--- src/rtl/hamming74_pkg.sv ---
// Shared Hamming(7,4) definitions: FSM states, codeword bit map and the encoder function.
// The receive-side decoder uses the same bit map, so keep the two in step.
package hamming74_pkg;

  typedef enum logic [1:0] {
    IDLE = 2'd0,
    HOLD = 2'd1,
    GAP  = 2'd2
  } state_e;

  localparam int P1 = 0;
  localparam int P2 = 1;
  localparam int D0 = 2;
  localparam int P4 = 3;
  localparam int D1 = 4;
  localparam int D2 = 5;
  localparam int D3 = 6;

  function automatic logic [6:0] hamming74_encode(input logic [3:0] nib);
    logic [6:0] cw;
    cw     = '0;
    cw[D0] = nib[0];
    cw[D1] = nib[1];
    cw[D2] = nib[2];
    cw[D3] = nib[3];
    cw[P1] = nib[0] ^ nib[1] ^ nib[3];
    cw[P2] = nib[0] ^ nib[2] ^ nib[3];
    cw[P4] = nib[1] ^ nib[2] ^ nib[3];
    return cw;
  endfunction

endpackage

--- src/rtl/sync_fifo.sv ---
// Single-clock FIFO, DEPTH a power of two; a pop shows the next entry one cycle later.
// Pushes while full and pops while empty are ignored; full/empty come straight from the count register.
module sync_fifo #(
  parameter int WIDTH = 7,
  parameter int DEPTH = 4
) (
  input  logic             clk_i,
  input  logic             rst_i,
  input  logic             push_i,
  input  logic [WIDTH-1:0] push_dat_i,
  input  logic             pop_i,
  output logic [WIDTH-1:0] pop_dat_o,
  output logic             full_o,
  output logic             empty_o
);

  localparam int AW = $clog2(DEPTH);

  logic [WIDTH-1:0] mem_q [DEPTH];
  logic [AW-1:0]    wr_ptr_q, rd_ptr_q;
  logic [AW:0]      count_q;
  logic             push_ok, pop_ok;

  assign full_o    = (count_q == (AW+1)'(DEPTH));
  assign empty_o   = (count_q == '0);
  assign push_ok   = push_i && !full_o;
  assign pop_ok    = pop_i && !empty_o;
  assign pop_dat_o = mem_q[rd_ptr_q];

  always_ff @(posedge clk_i or posedge rst_i) begin
    if (rst_i) begin
      wr_ptr_q <= '0;
      rd_ptr_q <= '0;
      count_q  <= '0;
    end else begin
      if (push_ok) wr_ptr_q <= wr_ptr_q + AW'(1);
      if (pop_ok)  rd_ptr_q <= rd_ptr_q + AW'(1);
      case ({push_ok, pop_ok})
        2'b10:   count_q <= count_q + (AW+1)'(1);
        2'b01:   count_q <= count_q - (AW+1)'(1);
        default: count_q <= count_q;
      endcase
    end
  end

  // Storage carries no reset: entries are only visible once the count covers them.
  always_ff @(posedge clk_i) begin
    if (push_ok) mem_q[wr_ptr_q] <= push_dat_i;
  end

endmodule

--- src/rtl/hamming74_encoder_tx.sv ---
// Buffers {inject_pos,nibble}, Hamming(7,4)-encodes and holds each codeword HOLD_CYCLES, then GAP_CYCLES idle.
// Output updates one edge after a push into an empty idle block; data_ready=!full gives backpressure.
module hamming74_encoder_tx
  import hamming74_pkg::*;
#(
  parameter int DEPTH       = 4,
  parameter int HOLD_CYCLES = 4,
  parameter int GAP_CYCLES  = 1
) (
  input  logic        wb_clk_i,
  input  logic        wb_rst_i,
  input  logic [3:0]  data_in,
  input  logic [2:0]  inject_pos,
  input  logic        data_valid,
  output logic        data_ready,
  output logic [6:0]  io_out,
  output logic [6:0]  io_oeb,
  output logic        cw_valid,
  output logic [15:0] tx_count
);

  localparam int CNT_MAX = (HOLD_CYCLES > GAP_CYCLES) ? HOLD_CYCLES : GAP_CYCLES;
  localparam int CNT_W   = (CNT_MAX > 1) ? $clog2(CNT_MAX) : 1;
  localparam logic [CNT_W-1:0] HOLD_LD = CNT_W'(HOLD_CYCLES - 1);
  localparam logic [CNT_W-1:0] GAP_LD  = CNT_W'((GAP_CYCLES > 0) ? GAP_CYCLES - 1 : 0);

  state_e             state_q, state_d;
  logic [CNT_W-1:0]   cnt_q, cnt_d;
  logic [6:0]         io_out_q, io_out_d;
  logic               cw_valid_q, cw_valid_d;
  logic [15:0]        tx_count_q, tx_count_d;

  logic               fifo_full, fifo_empty, fifo_push, fifo_pop;
  logic [6:0]         head_dat;
  logic [2:0]         head_inj;
  logic [6:0]         inj_mask;
  logic [6:0]         launch_cw;
  logic               launch;

  assign data_ready = !fifo_full;
  assign fifo_push  = data_valid && data_ready;

  sync_fifo #(
    .WIDTH (7),
    .DEPTH (DEPTH)
  ) u_fifo (
    .clk_i      (wb_clk_i),
    .rst_i      (wb_rst_i),
    .push_i     (fifo_push),
    .push_dat_i ({inject_pos, data_in}),
    .pop_i      (fifo_pop),
    .pop_dat_o  (head_dat),
    .full_o     (fifo_full),
    .empty_o    (fifo_empty)
  );

  assign head_inj  = head_dat[6:4];
  assign inj_mask  = (head_inj == 3'd0) ? 7'd0 : (7'd1 << (head_inj - 3'd1));
  assign launch_cw = hamming74_encode(head_dat[3:0]) ^ inj_mask;

  always_comb begin
    state_d    = state_q;
    cnt_d      = cnt_q;
    io_out_d   = io_out_q;
    cw_valid_d = cw_valid_q;
    tx_count_d = tx_count_q;
    launch     = 1'b0;
    case (state_q)
      IDLE: begin
        cw_valid_d = 1'b0;
        launch     = !fifo_empty;
      end
      HOLD: begin
        if (cnt_q == '0) begin
          cw_valid_d = 1'b0;
          if (GAP_CYCLES > 0) begin
            state_d = GAP;
            cnt_d   = GAP_LD;
          end else if (!fifo_empty) begin
            launch = 1'b1;
          end else begin
            state_d = IDLE;
          end
        end else begin
          cnt_d = cnt_q - CNT_W'(1);
        end
      end
      GAP: begin
        if (cnt_q == '0) begin
          if (!fifo_empty) launch = 1'b1;
          else             state_d = IDLE;
        end else begin
          cnt_d = cnt_q - CNT_W'(1);
        end
      end
      default: state_d = IDLE;
    endcase
    // A launch overrides whatever the state branch chose for this edge.
    if (launch) begin
      state_d    = HOLD;
      cnt_d      = HOLD_LD;
      io_out_d   = launch_cw;
      cw_valid_d = 1'b1;
      tx_count_d = tx_count_q + 16'd1;
    end
  end

  assign fifo_pop = launch;

  always_ff @(posedge wb_clk_i or posedge wb_rst_i) begin
    if (wb_rst_i) begin
      state_q    <= IDLE;
      cnt_q      <= '0;
      io_out_q   <= '0;
      cw_valid_q <= 1'b0;
      tx_count_q <= '0;
    end else begin
      state_q    <= state_d;
      cnt_q      <= cnt_d;
      io_out_q   <= io_out_d;
      cw_valid_q <= cw_valid_d;
      tx_count_q <= tx_count_d;
    end
  end

  assign io_out   = io_out_q;
  assign io_oeb   = 7'b0;
  assign cw_valid = cw_valid_q;
  assign tx_count = tx_count_q;

endmodule

--- config.mk ---
export PLATFORM = sky130hd
export DESIGN_NAME = hamming74_encoder_tx
export DESIGN_NICKNAME = d
export VERILOG_FILES = /design/src/rtl/hamming74_pkg.sv /design/src/rtl/sync_fifo.sv /design/src/rtl/hamming74_encoder_tx.sv
export SDC_FILE = /design/constraint.sdc
export NUM_CORES = 1
export LEC_CHECK = 0
export CAP_MARGIN = 20
export CELL_PAD_IN_SITES_DETAIL_PLACEMENT = 1
export CELL_PAD_IN_SITES_GLOBAL_PLACEMENT = 1
export CORE_AREA = 5 5 72 107
export CTS_CLUSTER_SIZE = 16
export DETAILED_ROUTE_END_ITERATION = 8
export DIE_AREA = 0 0 77 112
export PLACE_DENSITY_LB_ADDON = 0.1
export REMOVE_ABC_BUFFERS = 1
export SLEW_MARGIN = 20
export SYNTH_ARGS = -nofsm -noshare
export SYNTH_HDL_FRONTEND = slang
export SYNTH_SLANG_ARGS = --single-unit
--- constraint.sdc ---
create_clock -name wb_clk_i -period 5.37 [get_ports wb_clk_i]
set_input_delay 1.611 -clock wb_clk_i [delete_from_list [all_inputs] [get_ports wb_clk_i]]
set_output_delay 1.611 -clock wb_clk_i [all_outputs]
set_load 0.01 [all_outputs]
## After elaboration in Yosys (flattened, before gate mapping)

Memory sizes are Yosys's and may differ from the RTL's.
Cells that the tools add are included.
W data, S select, Z words.

- Register bits: 35
- Memory bits (writable): 28
- Input port bits: 10
- Output and inout bits: 32
- Logic and storage cells: 68
- Memories kept: 1

Memory list:

| name | depth | width | read ports | clocked after Yosys merged registers in | write ports | RTL line | RTL |
|---|---|---|---|---|---|---|---|
| u_fifo.mem_q | 4 | 7 | 1 | 0 | 1 | sync_fifo.sv:19 | `logic [WIDTH-1:0] mem_q [DEPTH];` |

- Add/subtract/negate cells: 7
- Equality and inequality tests: 10
- Shift operators: 1
- Muxes and demuxes: 19
- Bitwise gates (word level): 7
- Reduce and logical (&&, ||, !) cells: 15

Operator list:

| cell | count |
|---|---|
| $add A16 B1 Y16 const B | 1 |
| $mux W2 | 7 |
| $ne A3 B2 Y1 const B | 4 |
| $mux W7 | 1 |
| $shl A1 B3 Y7 const A | 1 |
| $xor A7 B7 Y7 | 1 |
| $logic_not A3 Y1 | 2 |
| $mux W1 | 6 |
| $pmux W2 S3 | 1 |
| $pmux W3 S2 | 1 |
| $reduce_bool A3 Y1 | 2 |
| $sub A3 B1 Y3 const B | 2 |
| $xor A1 B1 Y1 | 6 |
| $add A2 B1 Y2 const B | 2 |
| $eq A2 B1 Y1 const B | 2 |
| $eq A2 B2 Y1 const B | 2 |
| $logic_not A2 Y1 | 2 |
| $pmux W1 S2 | 2 |
| $pmux W2 S2 | 1 |
| $reduce_and A2 Y1 | 2 |
| $reduce_and A4 Y1 | 1 |
| $add A3 B1 Y3 const B | 1 |
| $eq A3 B3 Y1 const B | 1 |
| $logic_and A1 B1 Y1 | 3 |
| 4 further kinds | 5 |

## Depth between registers and ports, before layout

Gate-level depths: netlist of the first run.

- Depth in word-level cells: 7
- Depth in mapped cells: 10
- Depth with buffers taken out: 9

## Modules after synthesis

From an unflattened synthesis of the first run, not the netlist that was laid out.

- Cell total of the unflattened synthesis: 220
- Area total of the unflattened synthesis: 2926.6 um^2

By module, submodules not included:

| module | instances | cells an instance | area each (um^2) | seq. area each (um^2) |
|---|---|---|---|---|
| hamming74_encoder_tx | 1 | 145 | 1472.7 | 700.7 |
| sync_fifo | 1 | 75 | 1453.9 | 1016.0 |

## Least setup slack after synthesis of the first run

OpenSTA, ideal clock, no wires.

- Path type: input to register
- Start point: input data_valid
- End point: register u_fifo.count_q[2]
- Setup time: 0.079 ns
- Arrival: 2.687 ns
- Data required time: 5.291 ns
- Path slack: 2.604 ns
- Stages: 7
- Buffers on the path: 0
- Path through: nand2_1 ha_1 inv_1 fa_1 xor2_1 nor2_1 xor2_1

- Longest elaborated chain between the ends: 4
- Elaborated cells between the ends (all ways): 6
- Classes of those cells: 2 x eq/ne; 1 x mux; 3 x reduce/logical

Ends and longest elaborated chain:

| what | RTL line | RTL |
|---|---|---|
| start: declaration | hamming74_encoder_tx.sv:14 | `input logic data_valid,` |
| $logic_and A1 B1 Y1 * | hamming74_encoder_tx.sv:41 | `assign fifo_push = data_valid && data_ready;` |
| $logic_and A1 B1 Y1 * | sync_fifo.sv:26 | `assign push_ok = push_i && !full_o;` |
| $eq A2 B1 Y1 / $eq A2 B2 Y1 (equally long branches) | sync_fifo.sv:38 | `case ({push_ok, pop_ok})` |
| $pmux W3 S2 / $reduce_bool A2 Y1 (equally long branches) | -- |  |
| end signal: assignment | sync_fifo.sv:39 | `2'b10: count_q <= count_q + (AW+1)'(1);` |
| end signal: assignment | sync_fifo.sv:40 | `2'b01: count_q <= count_q - (AW+1)'(1);` |
| end signal: assignment | sync_fifo.sv:41 | `default: count_q <= count_q;` |
| end: declaration | sync_fifo.sv:21 | `logic [AW:0] count_q;` |

Mark *: on every way between the ends. The rest lies on a longest branch, timed or not.
A chain may end at the register's enable or synchronous reset.

## Worst setup path after layout of the first run

- Start point: register u_fifo.count_q[0]
- End point: output data_ready

- Longest elaborated chain between the ends: 2

Ends and longest elaborated chain:

| what | RTL line | RTL |
|---|---|---|
| $eq A3 B3 Y1 | sync_fifo.sv:24 | `assign full_o = (count_q == (AW+1)'(DEPTH));` |
| $logic_not A1 Y1 | hamming74_encoder_tx.sv:40 | `assign data_ready = !fifo_full;` |
| end: declaration | hamming74_encoder_tx.sv:15 | `output logic data_ready,` |

No other way between the ends.

==> out/metrics.cfg, run 1 <==
[global_route]
grtUsageMet3_pct = 4.61
overflow = 0
grt_use_total_pct = 13.9
grt_pass1_wl_mm = 9.40
grt_max_degree = 26
grtUsageMet2_pct = 23.9
antenna_found_initial = 0
grt_busiest_layer = met2
grt_pass1_vias = 1899
globalRouteMet1Util_pct = 15.6

[worst_setup_path]
critPathArrivalTime_ns = 1.58
worstSetupEndpointType = primary output
r2r_start = cnt_q[0]$_DFFE_PP0P_
cp-start-kind = flip-flop
crit-reg2reg-capture = u_fifo.count_q[2]$_DFFE_PP0P_
crit_type = flip-flop to primary output
cp_max_fo = 6
endpoint = data_ready
r2r_slack_ns = 2.25
rr_worst_depth = 9
cp.required_ns = 3.76
cp-startpoint = u_fifo.count_q[0]$_DFFE_PP0P_

[sta]
fin_crit_ns = 3.19
fin_crit_sh_pct = 59.4
hold_viol = 0
tns_ns = 0
setup_ws_ns = 2.18
max_freq_mhz = 314
slew_viol_final = 0
grt_setup_unrepaired = no
finalSetupViolCount = 0
relSlewSlack_pct = 37.4
worst_slew_pin_slew_ns = 0.936
fin_skew_ns = 0.0118

[cts]
htree_levels = 3
clkTransAtPathRegs_ns = 0.06
cts_buffer_depth = 2
clkLatencyLatePin_ns = 0.33
ctsResizeCount = 0
post-cts-setup-buffer-count = 0
cts_tree = done
ctsHoldBuffers = 0
clock_sinks = 63
root_buffer = clkbuf_8
cts_buffers = 9

[yosys]
async_flop_share_pct = 55.6
netlist_area_mm2 = 0.00291
synth_edf_count = 28
netlist_instances = 219
synth_cell_types = 37
syn_avg_cell_area_um2 = 13.3
ys_seq_elements = 63
yosysSeqAreaShare_pct = 59.0
synth_flop_cell = dfrtp_1
yosysWarnings = 0

[detailed_routing]
routed_wirelength_mm = 5.45
ant_nets = 0
vias = 1769
dr.pass1.iters = 4
dr.first_iter.drc_count = 52
wl_per_cell_um = 15.9
avgViaCountPerCell = 5.17
drc = 0

[placed_design]
hpwl_mm = 3.98
io_buffers = 34
place_ws_ns = 2.02
gp_congestion = 0.750

[min_path]
min_path_type = flip-flop to flip-flop
min_from = tx_count[15]$_DFFE_PP0P_

[die]
io-pin-count = 42
dieArea_mm2 = 0.00862
num_rows = 37
die_h_um = 112
core-area_mm2 = 0.00671
start_util_pct = 43.3
die_x_um = 77

[pwr]
power_density_mw_per_mm2 = 563
leakagePower_nw = 1.44
ir_drop_uv = 251
finalPower_mw = 1.95

[finish]
layout-drive-gt1-share_pct = 7.58
final_nets = 278
diodes = 0
syn2layout_area_growth_pct = 18.8

[job]
cap_violations = 0

[outcome]
status = finished, final reports clean

==> critical path, cell delays in order (launching register included) <==
cell and delay, ns:
dfrtp_1 0.38, inv_1 0.09, nand3_1 0.19, clkdlybuf4s50_1 0.59
==> state kept, by name, summed over array words and instances, names as in the netlist, 2 cells and up <==
register and flops:
u_fifo.rd_ptr_q 2, u_fifo.mem_q 28, io_out 7, u_fifo.count_q 3, cnt_q 2, state_q 2, tx_count 16, u_fifo.wr_ptr_q 2
==> stage by stage <==
step	hold slack (ns)	utilization, %	area (µm²)	cells
floorplan	0.453	-	2850	213
global placement	0.456	49.1	3290	326
detailed placement	0.457	49.1	3290	326
CTS	0.470	51.5	3460	342
global route	0.498	51.5	3460	342
finish	0.464	51.5	3460	342
==> final cells by class <==
cell class                 count  area (µm²)
multi-input combinational    137        1080
fill                         709        3260
tap                           78        97.6
clock inverter                 2        10.0
inverter                      13        48.8
timing repair buffer          35         348
sequential                    63        1720
clock buffer                  14         153
==> cell usage after synthesis (all sizes together), types with 5 or more instances <==
| cell | count | area [µm²] |
|---|---|---|
| a21oi | 5 | 25.0 |
| edfxtp | 28 | 841 |
| ha | 8 | 100 |
| inv | 13 | 48.8 |
| nand4 | 6 | 37.5 |
| xor2 | 15 | 131 |
| mux4 | 7 | 173 |
| nor4 | 5 | 31.3 |
| dfrtp | 35 | 876 |
| xnor2 | 16 | 140 |
| o21ai | 11 | 55.1 |
| nand3 | 9 | 45.0 |
| nand2 | 19 | 71.3 |
| and3 | 7 | 43.8 |
| nor2 | 5 | 18.8 |
| buf | 10 | 73.8 |
==> worst min-delay path by stage <==
stage	depth (start not counted)	slack, ns	end
after floorplan	1	0.45	u_fifo.count_q[0]$_DFFE_PP0P_
after global placement	1	0.46	tx_count[15]$_DFFE_PP0P_
after detailed placement	1	0.46	tx_count[15]$_DFFE_PP0P_
after CTS	1	0.47	tx_count[15]$_DFFE_PP0P_
after global routing	1	0.50	tx_count[15]$_DFFE_PP0P_
final	1	0.46	tx_count[15]$_DFFE_PP0P_
==> report_power, final <==
| group | internal (mW) | switching, mW | leakage (nW) |
|---|---|---|---|
| registers | 0.651 | 0.122 | 0.697 |
| clock network | 0.179 | 0.169 | 0.0844 |
| logic | 0.414 | 0.410 | 0.662 |
==> metal layers <==
layer	wire (µm)	share of wire, %	up-vias
met2	2890	53	37
met3	279	5.1	6
li1	-	-	844
met1	2200	40	882
met5	0	0	-
met4	87	1.6	0
==> cell usage in the layout, fill, tap and decap left out, drive strengths merged, types with 5 or more instances in the layout <==
cell type      Yosys  final
clkdlybuf4s50      0     34
nand4              6      6
and3               7      7
xnor2             16     16
xor2              15     15
clkbuf             2     14
edfxtp            28     28
inv               13     13
mux4               7      7
ha                 8      8
dfrtp             35     35
conb               1      7
nand3              9      9
a21oi              5      5
nor2               5      5
nor4               5      5
o21ai             11     11
nand2             19     19
==> kinds of logic after synthesis <==
group,synth area share (%)
AOI/OAI and AO/OA,3.01
xor gates and xnor gates,10.9
adders and majority gates,4.13
buffers and inverters,4.52
DFF,59.0
muxes,6.67
other,0.129
and+or+nand+nor,11.6
(Power assumes the default switching activity.)
==> inputs of run 2 (changes only) <==
Settings changed: CORE_AREA 5 5 72 107 to 5 5 73 108, DIE_AREA 0 0 77 112 to 0 0 78 113.
Clock period 5.37 ns to 3.2 ns, I/O delays scaled along.
==> out/metrics.cfg, run 2 (synthesis gave the netlist of run 1 again) <==
[worst_setup_path]
crit_chain = inv_1 -> nand3_1 -> clkdlybuf4s50_1
critPathArrivalTime_ns = 1.53  ; -0.05 ns
worstSetupEndpointType = primary output
cpMaxStageDelayCell = clkdlybuf4s50_1
cp-start-kind = flip-flop
max_stage_delay_ns = 0.53  ; -0.06 ns
cp_max_fo = 6  ; unchanged
cp.required_ns = 2.24  ; -1.52 ns
crit_type = flip-flop to primary output

[pwr]
p_switching_mw = 1.16  ; +65%
pwr-share-comb_pct = 41.3  ; -1.1 points
power_density_mw_per_mm2 = 967  ; +72%
leakagePower_nw = 1.47  ; +1.9%
ir_drop_uv = 443  ; +76%
p_seq_share_pct = 37.8  ; -1.9 points
internal-power_mw = 2.24  ; +80%
swShare_pct = 34.1  ; -1.9 points
clkPwrFrac_pct = 20.9  ; +3.0 points

[sta]
max_freq_mhz = 402
fin_skew_ns = 0.00898  ; -0.00284 ns
tns_ns = 0  ; unchanged
slew_viol_final = 0  ; unchanged
setup_ws_ns = 0.713  ; -1.47 ns
hold_viol = 0  ; unchanged
fin_crit_ns = 2.49
grt_setup_unrepaired = no
fin_crit_sh_pct = 77.7
finalSetupViolCount = 0  ; unchanged

[cts]
ctsResizeCount = 0  ; unchanged
htree_levels = 3  ; unchanged
cts_buffer_depth = 2  ; unchanged
cts_buffers = 9  ; unchanged
clkTransAtPathRegs_ns = 0.06  ; about the same
cts_tree = done
ctsHoldBuffers = 0  ; unchanged
clock_sinks = 63  ; unchanged
post-cts-setup-buffer-count = 0  ; unchanged
clkLatencyLatePin_ns = 0.33  ; about the same
root_buffer = clkbuf_8

[die]
die_h_um = 113  ; +0.89%
num_rows = 37  ; unchanged
io-pin-count = 42  ; unchanged
core-area_mm2 = 0.00681  ; +1.4%
start_util_pct = 42.7  ; -0.59 points
dieArea_mm2 = 0.00881  ; +2.2%
die_x_um = 78  ; +1.3%

[placed_design]
gp_congestion = 0.768  ; +2.4%
place_ws_ns = 0.501  ; -1.52 ns
dpl.cell_count = 328  ; +0.61%
io_buffers = 34  ; unchanged
hpwl_mm = 3.85  ; -3.2%
dpl_cell_area_mm2 = 0.00331  ; +0.46%

[detailed_routing]
drc = 0  ; unchanged
avgViaCountPerCell = 5.04  ; -2.5%
dr.pass1.iters = 4  ; unchanged
routed_wirelength_mm = 5.33  ; -2.2%
vias = 1735  ; -1.9%
ant_nets = 0  ; unchanged
dr.first_iter.drc_count = 46  ; -12%
wl_per_cell_um = 15.5  ; -2.8%

[finish]
layout-drive-gt1-share_pct = 8.27  ; +0.69 points
syn2layout_area_growth_pct = 20.8
final_nets = 280  ; +0.72%
largest_register = u_fifo.mem_q
largest_reg_flops = 28  ; unchanged
layout_commonest_cell = dfrtp_1
final_cells = 344  ; +0.58%
post-route-util_pct = 51.6  ; +0.13 points
fillers = 715  ; +0.85%
fin_area_mm2 = 0.00351  ; +1.6%
final_cell_mix = 35 x dfrtp_1, 34 x clkdlybuf4s50_1, 28 x edfxtp_1, 19 x nand2_1, 16 x xnor2_1
diodes = 0  ; unchanged

[global_route]
overflow = 0  ; unchanged
grt_pass1_vias = 1831  ; -3.6%
grt_max_degree = 36  ; +38%
grt_use_total_pct = 13.2  ; -0.65 points
grt_pass1_wl_mm = 9.00  ; -4.3%
antenna_found_initial = 0  ; unchanged

[job]
cap_violations = 0  ; unchanged

[min_path]
min_path_type = flip-flop to flip-flop

[outcome]
status = finished, final reports clean

==> run 2: cell type report <==
| cell class | count | area (µm²) | share of cell area [%] |
|---|---|---|---|
| inverter | 13 | 48.8 | 1.39 |
| multi-input combinational | 137 | 1080 | 30.8 |
| tap | 78 | 97.6 | 2.78 |
| clock inverter | 5 | 72.6 | 2.07 |
| timing repair buffer | 37 | 363 | 10.3 |
| clock buffer | 11 | 131 | 3.74 |
| sequential | 63 | 1720 | 48.9 |
==> run 2: through the flow <==
| step | hold WS [ns] | total power, mW |
|---|---|---|
| 6_report | 0.464 | 3.39 |
| 5_1_grt | 0.506 | 3.67 |
| 4_1_cts | 0.469 | 3.47 |
| 3_5_place_dp | 0.456 | 2.74 |
| 3_3_place_gp | 0.456 | 2.70 |
| 2_1_floorplan | 0.453 | 2.26 |
==> run 2: power by group through the flow <==
stage	combinational (mW)	sequential [mW]	clock [mW]
5_1_grt	1.57	1.32	0.786
3_3_place_gp	1.41	1.30	0
2_1_floorplan	0.957	1.30	0
6_report	1.40	1.28	0.710
3_5_place_dp	1.44	1.30	0
4_1_cts	1.44	1.29	0.740
==> run 2: layer usage <==
layer	wire [µm]	track usage [%]
met5	0	0
met1	2130	14.9
met4	90	6.09
met2	2880	22.7
met3	234	3.90
==> run 2: final timing paths <==
kind / endpoint / slack (ns) / start / cells past startpoint
max: data_ready / 0.71 / u_fifo.count_q[0]$_DFFE_PP0P_ / 3
min: tx_count[15]$_DFFE_PP0P_ / 0.46 / tx_count[15]$_DFFE_PP0P_ / 1
max reg2reg: io_out[6]$_DFFE_PP0P_ / 0.83 / u_fifo.rd_ptr_q[0]$_DFFE_PP0P_ / 8
min reg2reg: tx_count[15]$_DFFE_PP0P_ / 0.46 / tx_count[15]$_DFFE_PP0P_ / 1
max in group asynchronous: u_fifo.count_q[1]$_DFFE_PP0P_ / 1.81 / wb_rst_i / 3
min in group asynchronous: tx_count[11]$_DFFE_PP0P_ / 1.05 / wb_rst_i / 3
==> run 2: critical path: cells and delay by family, from the launching register on <==
| family | cells | cell delay (ns) |
|---|---|---|
| simple gates | 1 | 0.17 |
| flops | 1 | 0.39 |
| buf+inv | 2 | 0.64 |
